[src/rtl/fetch_unit.sv]
// rtl/fetch_unit.sv - instruction fetch stage between PC and decode (req/ack imem, valid/ready decode)
// Optional macro FETCH_TIMEOUT_EN adds a WAIT/DRAIN ack timeout with sticky timeout_err.
module fetch_unit #(
  parameter int XLEN = 32
`ifdef FETCH_TIMEOUT_EN
  , parameter int TIMEOUT_CYCLES = 64
`endif
) (
  input  logic            clk,
  input  logic            rst,
  input  logic [XLEN-1:0] pc_in,
  input  logic            flush,
  output logic            pc_stall,
  output logic            imem_req,
  output logic [XLEN-1:0] imem_addr,
  input  logic            imem_ack,
  input  logic [XLEN-1:0] imem_rdata,
  output logic [XLEN-1:0] inst_out,
  output logic [XLEN-1:0] inst_pc,
  output logic            inst_valid,
  input  logic            inst_ready,
  output logic            misaligned
`ifdef FETCH_TIMEOUT_EN
  , output logic          timeout_err
`endif
);

  typedef enum logic [2:0] {
    ST_IDLE  = 3'd0,
    ST_WAIT  = 3'd1,
    ST_HOLD  = 3'd2,
    ST_DRAIN = 3'd3,
    ST_ERR   = 3'd4
  } state_t;

  state_t state;
  logic   timed_out;

  // A redirect or an accepted instruction are the only cycles PC may advance.
  assign pc_stall = !(flush || (state == ST_HOLD && inst_ready));

`ifdef FETCH_TIMEOUT_EN
  localparam int CW = $clog2(TIMEOUT_CYCLES + 1);
  localparam logic [CW-1:0] CNT_LAST = CW'(TIMEOUT_CYCLES - 1);

  logic [CW-1:0] cnt;

  assign timed_out = (state == ST_WAIT || state == ST_DRAIN) && !imem_ack && (cnt == CNT_LAST);

  always_ff @(posedge clk or posedge rst) begin
    if (rst) begin
      cnt         <= '0;
      timeout_err <= 1'b0;
    end else begin
      if (timed_out)
        timeout_err <= 1'b1;
      // Moving from WAIT into DRAIN restarts the wait budget.
      if (state == ST_WAIT && !imem_ack && flush)
        cnt <= '0;
      else if ((state == ST_WAIT || state == ST_DRAIN) && !imem_ack)
        cnt <= cnt + 1'b1;
      else
        cnt <= '0;
    end
  end
`else
  assign timed_out = 1'b0;
`endif

  always_ff @(posedge clk or posedge rst) begin
    if (rst) begin
      state      <= ST_IDLE;
      imem_req   <= 1'b0;
      imem_addr  <= '0;
      inst_out   <= '0;
      inst_pc    <= '0;
      inst_valid <= 1'b0;
      misaligned <= 1'b0;
    end else begin
      case (state)
        ST_IDLE: begin
          if (!flush) begin
            if (pc_in[1:0] != 2'b00) begin
              misaligned <= 1'b1;
              state      <= ST_ERR;
            end else begin
              imem_addr <= pc_in;
              imem_req  <= 1'b1;
              state     <= ST_WAIT;
            end
          end
        end
        ST_WAIT: begin
          if (imem_ack) begin
            imem_req <= 1'b0;
            if (!flush) begin
              inst_out   <= imem_rdata;
              inst_pc    <= imem_addr;
              inst_valid <= 1'b1;
              state      <= ST_HOLD;
            end else begin
              state <= ST_IDLE;
            end
          end else if (timed_out) begin
            imem_req <= 1'b0;
            state    <= ST_ERR;
          end else if (flush) begin
            // The request cannot be withdrawn before ack; drain and drop it.
            state <= ST_DRAIN;
          end
        end
        ST_DRAIN: begin
          if (imem_ack) begin
            imem_req <= 1'b0;
            state    <= ST_IDLE;
          end else if (timed_out) begin
            imem_req <= 1'b0;
            state    <= ST_ERR;
          end
        end
        ST_HOLD: begin
          if (flush || inst_ready) begin
            inst_valid <= 1'b0;
            state      <= ST_IDLE;
          end
        end
        ST_ERR: begin
          if (flush) begin
            misaligned <= 1'b0;
            state      <= ST_IDLE;
          end
        end
        default: begin
          imem_req   <= 1'b0;
          inst_valid <= 1'b0;
          state      <= ST_IDLE;
        end
      endcase
    end
  end

endmodule
[config.mk]
export PLATFORM = sky130hd
export DESIGN_NAME = fetch_unit
export DESIGN_NICKNAME = d
export VERILOG_FILES = /design/src/rtl/fetch_unit.sv
export SDC_FILE = /design/constraint.sdc
export NUM_CORES = 1
export LEC_CHECK = 0
export BUFFER_PORTS_ARGS = -buffer_cell sky130_fd_sc_hd__buf_2
export CAP_MARGIN = 20
export CORE_MARGIN = 4
export CORE_UTILIZATION = 52
export DETAILED_ROUTE_END_ITERATION = 8
export HOLD_SLACK_MARGIN = 0.06
export PLACE_DENSITY_LB_ADDON = 0.05
export SLEW_MARGIN = 25
export SYNTH_ARGS = -nofsm -noshare
export SYNTH_HDL_FRONTEND = slang
export SYNTH_SLANG_ARGS = --single-unit
[constraint.sdc]
create_clock -name clk -period 8.3 [get_ports clk]
set_input_delay 1.66 -clock clk [delete_from_list [all_inputs] [get_ports clk]]
set_output_delay 1.66 -clock clk [all_outputs]
set_load 0.02 [all_outputs]
=== After elaboration in Yosys (flattened, before gate mapping) ===
Cells that the tools add are included.

* Flip-flop bits (word level): 102
* Latch bits: 0
* Memory bits (writable): 0
* ROM bits: 0
* Input port bits: 69
* Output and inout port bits: 100
* Logic and storage cells: 62
* Memories kept: 0

* Add/subtract/negate cells: 0
* Multiply operators: 0
* Divide/modulo/power cells: 0
* Magnitude comparators: 0
* Equal/unequal tests: 14
* Shift-type cells: 0
* Mux-type cells: 21
* Bitwise operators: 4
* Reductions and logical operators: 16

{| class="wikitable"
|+ Operators by type and width
! operator !! number
|-
| two-way mux 3 bit || 7
|-
| case mux 3 bit (5 select lines) || 1
|-
| != test 2 bit (second input constant) || 7
|-
| AND reduction 4 bit || 3
|-
| two-way mux 1 bit || 9
|-
| == test 3 x 2 -> 1 bit (second input constant) || 2
|-
| case mux 1 bit (3 select lines) || 2
|-
| AND reduction 3 bit || 2
|-
| AND reduction 5 bit || 1
|-
| != test 2 x 1 -> 1 bit (second input constant) || 2
|-
| NOT 1 bit || 4
|-
| nonzero test 2 bit || 2
|-
| OR reduction 2 bit || 2
|-
| == test 3 x 1 -> 1 bit (second input constant) || 1
|-
| == test 3 bit (second input constant) || 1
|-
| logical NOT 3 bit || 1
|-
| != test 3 bit (second input constant) || 1
|-
| OR reduction 3 bit || 1
|-
| logical OR 1 bit || 2
|-
| two-way mux 2 bit || 1
|-
| case mux 1 bit (2 select lines) || 1
|-
| logical AND 1 bit || 1
|-
| logical NOT 1 bit || 1
|}

=== Depth between registers and ports, before layout ===
Gate-level depths: netlist of the first run.

* Depth after elaboration: 4
* Gate-level depth with buffers: 6

=== Worst setup path after synthesis of the first run ===
Ideal clock, no wire load.

* Kind: input -> output
* Start: input port flush
* End: output port pc_stall
* Arrival time: 2.117 ns
* Data required time: 6.640 ns
* Slack: 4.523 ns
* Stages on the path: 2
* Path buffers: 1
* Cells stage by stage: buf_4 -> nor2_1

* Word-level cells in the longest chain between the ends: 2

{| class="wikitable"
|+ Ends and longest elaborated chain
! item !! line !! source
|-
| start, declared || 12 || <nowiki>input logic flush,</nowiki>
|-
| logical OR 1 bit || 40 || <nowiki>assign pc_stall = !(flush || (state == ST_HOLD && inst_ready));</nowiki>
|-
| logical NOT 1 bit || 40 ||
|-
| end, declared || 13 || <nowiki>output logic pc_stall,</nowiki>
|}

Every way passes these cells.

=== Final worst setup path of the first run ===
* Start: input port inst_ready
* End: output port pc_stall

* Word-level cells in the longest chain between the ends: 3

{| class="wikitable"
|+ Ends and longest elaborated chain
! item !! line !! source
|-
| start, declared || 21 || <nowiki>input logic inst_ready,</nowiki>
|-
| logical AND 1 bit || 40 ||
|-
| logical OR 1 bit || 40 ||
|-
| logical NOT 1 bit || 40 ||
|}

Every way passes these cells.

==> impl_metrics.ini, run 1 <==
[run_status]
outcome = finished clean

[detailed_routing]
final_antenna_net_count = 0
finalWirelength_mm = 8.603
avgRoutedWirePerCell_um = 16.48
detail_route.first_pass.iterations = 4
drt_iter0_markers = 67
route.detailed.drc = 0
vias_post_dr = 2585
post_dr_vias_cell = 4.952

[synthesis]
synthAdderAreaFrac_pct = 0
async_reset_ff_share_pct = 100.0
synth_area_um2 = 4274
synth-xor-area-share_pct = 0
synth_top_family_by_area = multiplexers
seq_total_area_yosys_pct = 59.72
postSynthNetCount = 317
post_synth_and_or_nand_nor_area_fraction_pct = 3.601
dominantRegCellSynth = dfrtp_1
ys.warnings.count = 0
synthesis.instances = 248
postSynthAreaPerCell_um2 = 17.23
synthesized_area_fraction_occupied_by_ao_oa_aoi_and_oai_cells_pct = 1.756
muxShareOfSynthArea_pct = 31.70
synth.ff_latch_count = 102
synth_edf_count = 0
post_synth_num_cell_types = 25

[floorplan]
die_w_um = 98.66
floorplan.initialDensity_pct = 54.46
floorplan.rows = 32
floorplan.die_area_um2 = 9734
total_i_o_pin_count = 169
core-area_um2 = 7848
fp.dieH_um = 98.66

[place]
gp_congestion = 0.7683
place.detailed.hpwl_mm = 6.068
placement.io_buffers = 168

[job]
drv.max_cap_violation_count = 0

[pwr]
power.switching_uw = 813.1
max-vdd-ir-drop_v = 0.0002332
power_density_nw_per_um2 = 402.0
leakage_nw = 3.051
clock_power_share_pct = 15.3
power.share.combinational_pct = 43.9
power_frac_seq_pct = 40.9
internal_power_mw = 1.335
switching_share_pct = 37.85

[worst_setup_path]
worstSetupEndpointType = output port
reg2reg_slack_ns = 5.59
worstPathMaxFanout = 3
critical_path_start_type = primary input
data_arrival_at_the_endpoint_of_the_critical_path_ns = 2.26
criticalPathCategory = primary input to output port
critical_path_required_ns = 6.64

[clocking]
h-tree-depth = 3
post-cts-setup-buffer-count = 0
number_of_sinks_handled_by_clock_tree_synthesis = 102
clock_path_buffers = 2
cts_hold_buf = 0
clk_latency_ns = 0.37
clock_tree.root_cell = clkbuf_8
count_of_instances_resized_after_the_clock_tree_is_built = 0
number_of_cts_inserted_buffers = 9
clkTransAtPathRegs_ns = 0.10
cts_tree = done

[timing]
final.period_utilization_pct = 47.24
rsz0062_at_grt = false
final.setup.tns_ns = 0
min_period_ns = 3.921
clock-skew-final_ns = 0.01302
fmax_mhz = 255.1
setup_viol_count_final = 0
finalHoldWorstSlack_ns = 0.5064
worstMarginPinSlew_ns = 0.8992
hold_violations = 0
final_max_slew_viol_count = 0
worst_slew_margin_rel_pct = 40.05

[global_route]
overall_track_demand_over_capacity_in_global_routing_pct = 18.32
first_global_vias = 2732
initial_antenna_violation_count = 0
grt_start_max_net_pins = 78
grt_first_pass_wirelength_mm = 14.19
total_congestion_overflow_after_global_routing = 0

[finish]
flow.area_growth_from_synthesis_pct = 25.03
final_layout_size_suffix_gt1_share_pct = 68.10
diodes = 0
fin_nets = 484
final.fill_count = 613

[worst_hold_path]
min_path_type = flip-flop to flip-flop
-- cell usage after synthesis, drive strengths merged, types with 2 or more instances --
| master | n | share of area, % |
|---|---|---|
| nor2b | 4 | 0.59 |
| o21ai | 4 | 0.47 |
| mux2 | 95 | 32 |
| and2 | 2 | 0.29 |
| a21oi | 3 | 0.35 |
| nor2 | 9 | 0.97 |
| nand2 | 4 | 0.35 |
| nor3 | 2 | 0.50 |
| dfrtp | 102 | 60 |
| buf | 13 | 3.0 |
-- cells by family (layout without fill, tap and decap cells) --
kind of cell    after synthesis  after routing
flops                       102            102
mux                          95             95
simple gates                 24             24
buf+inv                      15            187
compound gates               12             12
-- cells in the final DEF, fill, tap and decap left out, drive strengths merged --
cell / count
a211o: 1
a211oi: 1
a21bo: 1
a21oi: 3
and2: 2
buf: 170
bufinv: 1
clkbuf: 10
clkinv: 2
dfrtp: 102
inv: 4
mux2: 95
nand2: 4
nand3b: 1
nand4b: 1
nor2: 9
nor2b: 4
nor3: 2
nor4bb: 1
o21a: 1
o21ai: 4
o22ai: 1
-- critical path, cell delays in order --
cell      delay, ns
buf_2          0.09
nor4bb_1       0.29
nor2_1         0.06
buf_2          0.16
-- sequential cells by signal, indices dropped and copies added (netlist names) --
| signal | count |
|---|---|
| state | 3 |
| inst_valid | 1 |
| imem_addr | 32 |
| inst_out | 32 |
| misaligned | 1 |
| imem_req | 1 |
| inst_pc | 32 |
-- metal layers --
layer	global-route usage (%)	wire length (µm)	up-vias
met5	0	0	-
met2	28.45	4083	105
met1	24.06	3629	1267
met3	6.511	776	10
li1	-	-	1203
met4	6.303	114	0
-- final cells by class --
cell class,instances,area (µm²),share of cell area (%)
Multi-Input combinational cell,131,1584,29.64
Sequential cell,102,2552,47.76
Timing Repair Buffer,170,859.6,16.09
Inverter,1,6.256,0.1171
Clock inverter,6,76.32,1.428
Tap cell,102,127.6,2.388
Clock buffer,10,137.6,2.576
-- power groups by stage --
stage	Combinational (mW)	Clock [mW]	Sequential, mW
after global placement	0.938	0	0.878
after global routing	0.995	0.365	0.913
final	0.942	0.329	0.878
after detailed placement	0.954	0	0.885
after CTS	0.956	0.342	0.879
after floorplan	0.365	0	1.15
-- final timing paths --
check / cells past startpoint / start / end
max: 4 / inst_ready / pc_stall
min: 2 / imem_req / imem_req
max reg2reg: 4 / state[1] / inst_out[16]
min reg2reg: 2 / imem_req / imem_req
max in group asynchronous: 3 / rst / inst_out[16]
min in group asynchronous: 2 / rst / inst_out[19]
-- through the flow --
stage | worst slack [ns] | instances | total power, mW | util (%) | cell area [µm²]
finish | 4.379 | 522 | 2.148 | 68.10 | 5344
floorplan | 3.965 | 248 | 1.518 | - | 4274
global placement | 4.345 | 506 | 1.816 | 65.32 | 5126
global route | 4.304 | 522 | 2.273 | 68.10 | 5344
detailed placement | 4.301 | 506 | 1.839 | 65.32 | 5126
CTS | 4.390 | 522 | 2.178 | 68.05 | 5340
(Power assumes the default switching activity.)
==> run 2: changes to the inputs <==
CORE_UTILIZATION = 44   (was 52)
clock period = 3.3 ns   (was 8.3 ns; I/O delays follow)
==> run 2 against run 1 <==
  * Global-route usage down 2.5 points
  * Routed wire length up 3.1%
  * Count of clock-buffer cells in the layout down 1
  * Sequential cell count unchanged
  * Sequential power rose to 2.5 times the previous value
  * Clock power up 140%
  * Register-to-register slack worse by 4.3 ns
  * Setup slack worse by 3.2 ns
  * Clock skew down 0.0067 ns
  * Via count down 1.2%
  * Largest power group unchanged
  * Largest cell class unchanged
  * First-iteration DRC count down 10%
==> impl_metrics.ini, run 2 (synthesis gave the netlist of run 1 again) <==
[floorplan]
floorplan.rows = 35
die_w_um = 106.6
floorplan.die_area_um2 = 11360
fp.dieH_um = 106.6
floorplan.initialDensity_pct = 45.82
total_i_o_pin_count = 169
core-area_um2 = 9328

[global_route]
total_congestion_overflow_after_global_routing = 0
overall_track_demand_over_capacity_in_global_routing_pct = 15.85
initial_antenna_violation_count = 0
grt_start_max_net_pins = 73
first_global_vias = 2668
grt_first_pass_wirelength_mm = 14.18

[pwr]
switching_share_pct = 37.83
power.switching_mw = 2.026
power_frac_seq_pct = 41.2
internal_power_mw = 3.330
leakage_nw = 3.048
total_power_mw = 5.356
clock_power_share_pct = 14.5
max-vdd-ir-drop_v = 0.0004726
power.share.combinational_pct = 44.3
power_density_nw_per_um2 = 992.5

[finish]
finalInstanceArea_um2 = 5396
mostFrequentLayoutCells = buf_2 (168), dfrtp_1 (102), mux2_4 (76)
flow.area_growth_from_synthesis_pct = 26.26
fin_nets = 486
final_layout_size_suffix_gt1_share_pct = 68.17
diodes = 0
reg.largest.list = imem_addr (32), inst_out (32), inst_pc (32)
mostFrequentLayoutCell = buf_2

[clocking]
clkTransAtPathRegs_ns = 0.09
number_of_sinks_handled_by_clock_tree_synthesis = 102
count_of_instances_resized_after_the_clock_tree_is_built = 0
cts_tree = done
clock_tree.root_cell = clkbuf_8
clock_path_buffers = 2
cts_hold_buf = 0
h-tree-depth = 3
clk_latency_ns = 0.35
post-cts-setup-buffer-count = 0
number_of_cts_inserted_buffers = 9

[timing]
worst_slack_ns = 1.194
rsz0062_at_grt = false
min_period_ns = 2.106
final_max_slew_viol_count = 0
final.setup.tns_ns = 0
fmax_mhz = 474.8
worst_slew_margin_rel_pct = 56.09
hold_violations = 0
final.period_utilization_pct = 63.83
worstMarginPinSlew_ns = 0.6587
clock-skew-final_ns = 0.006310
setup_viol_count_final = 0

[worst_setup_path]
critical_path_required_ns = 2.64
criticalPathCategory = flip-flop to output port
data_arrival_at_the_endpoint_of_the_critical_path_ns = 1.45
crit-reg2reg-launch = state[1]
timing.rr.end = inst_pc[25]
reg2reg_slack_ns = 1.30
worstPathMaxFanout = 12
critical_path_start_type = flip-flop
worstSetupEndpointType = output port
rr_worst_depth = 4

[detailed_routing]
post_dr_vias_cell = 4.642
drt_iter0_markers = 60
route.detailed.drc = 0
vias_post_dr = 2553
final_antenna_net_count = 0
finalWirelength_mm = 8.870
avgRoutedWirePerCell_um = 16.13
detail_route.first_pass.iterations = 4

[run_status]
outcome = finished clean

[place]
post_dp_cell_area_um2 = 5201
setup_slack_after_placement_ns = 0.9984
place.detailed.hpwl_mm = 6.333
gp_congestion = 0.7817
placement.io_buffers = 168

[worst_hold_path]
min_path_type = primary input to async pin

[job]
drv.max_cap_violation_count = 0
## run 2: power groups by stage
stage | Combinational [mW] | Sequential (mW) | Clock, mW
after floorplan | 0.919 | 2.90 | 0
after global placement | 2.38 | 2.22 | 0
after detailed placement | 2.40 | 2.23 | 0
after CTS | 2.41 | 2.21 | 0.816
after global routing | 2.52 | 2.30 | 0.861
final | 2.37 | 2.21 | 0.779
## run 2: how the worst max path moves through the flow
stage	startpoint	to	cells past startpoint
2_1_floorplan	rst	imem_addr[0]	1
5_1_grt	state[1]	pc_stall	3
3_5_place_dp	flush	inst_pc[25]	5
4_1_cts	state[0]	pc_stall	3
3_3_place_gp	pc_in[1]	imem_addr[23]	4
6_report	state[0]	pc_stall	3
## run 2: per-stage QoR
stage | cells | hold WS [ns] | util [%]
2_1_floorplan | 248 | 0.5655 | -
3_3_place_gp | 535 | 0.4833 | 55.76
3_5_place_dp | 535 | 0.4716 | 55.76
4_1_cts | 550 | 0.4228 | 57.85
5_1_grt | 550 | 0.4245 | 57.85
6_report | 550 | 0.3987 | 57.85
## run 2: critical path, stage by stage (launching register included)
cell	delay (ns)
dfrtp_1	0.53
nor4bb_1	0.35
nor2_1	0.06
buf_2	0.16
## run 2: metal layers
metal	track usage, %	wire length, µm	vias up
li1	-	-	1199
met5	0	0	-
met2	26.08	4330	94
met4	5.205	85	0
met1	20.17	3826	1254
met3	4.493	628	6
## run 2: layout make-up
| cell class | count | area [µm²] |
|---|---|---|
| Multi-Input combinational cell | 131 | 1584 |
| Clock inverter | 6 | 71.32 |
| Tap cell | 129 | 161.4 |
| Timing Repair Buffer | 172 | 895.9 |
| Clock buffer | 9 | 123.9 |
| Sequential cell | 102 | 2552 |
| Inverter | 1 | 7.507 |
| Fill cell | 794 | 3931 |
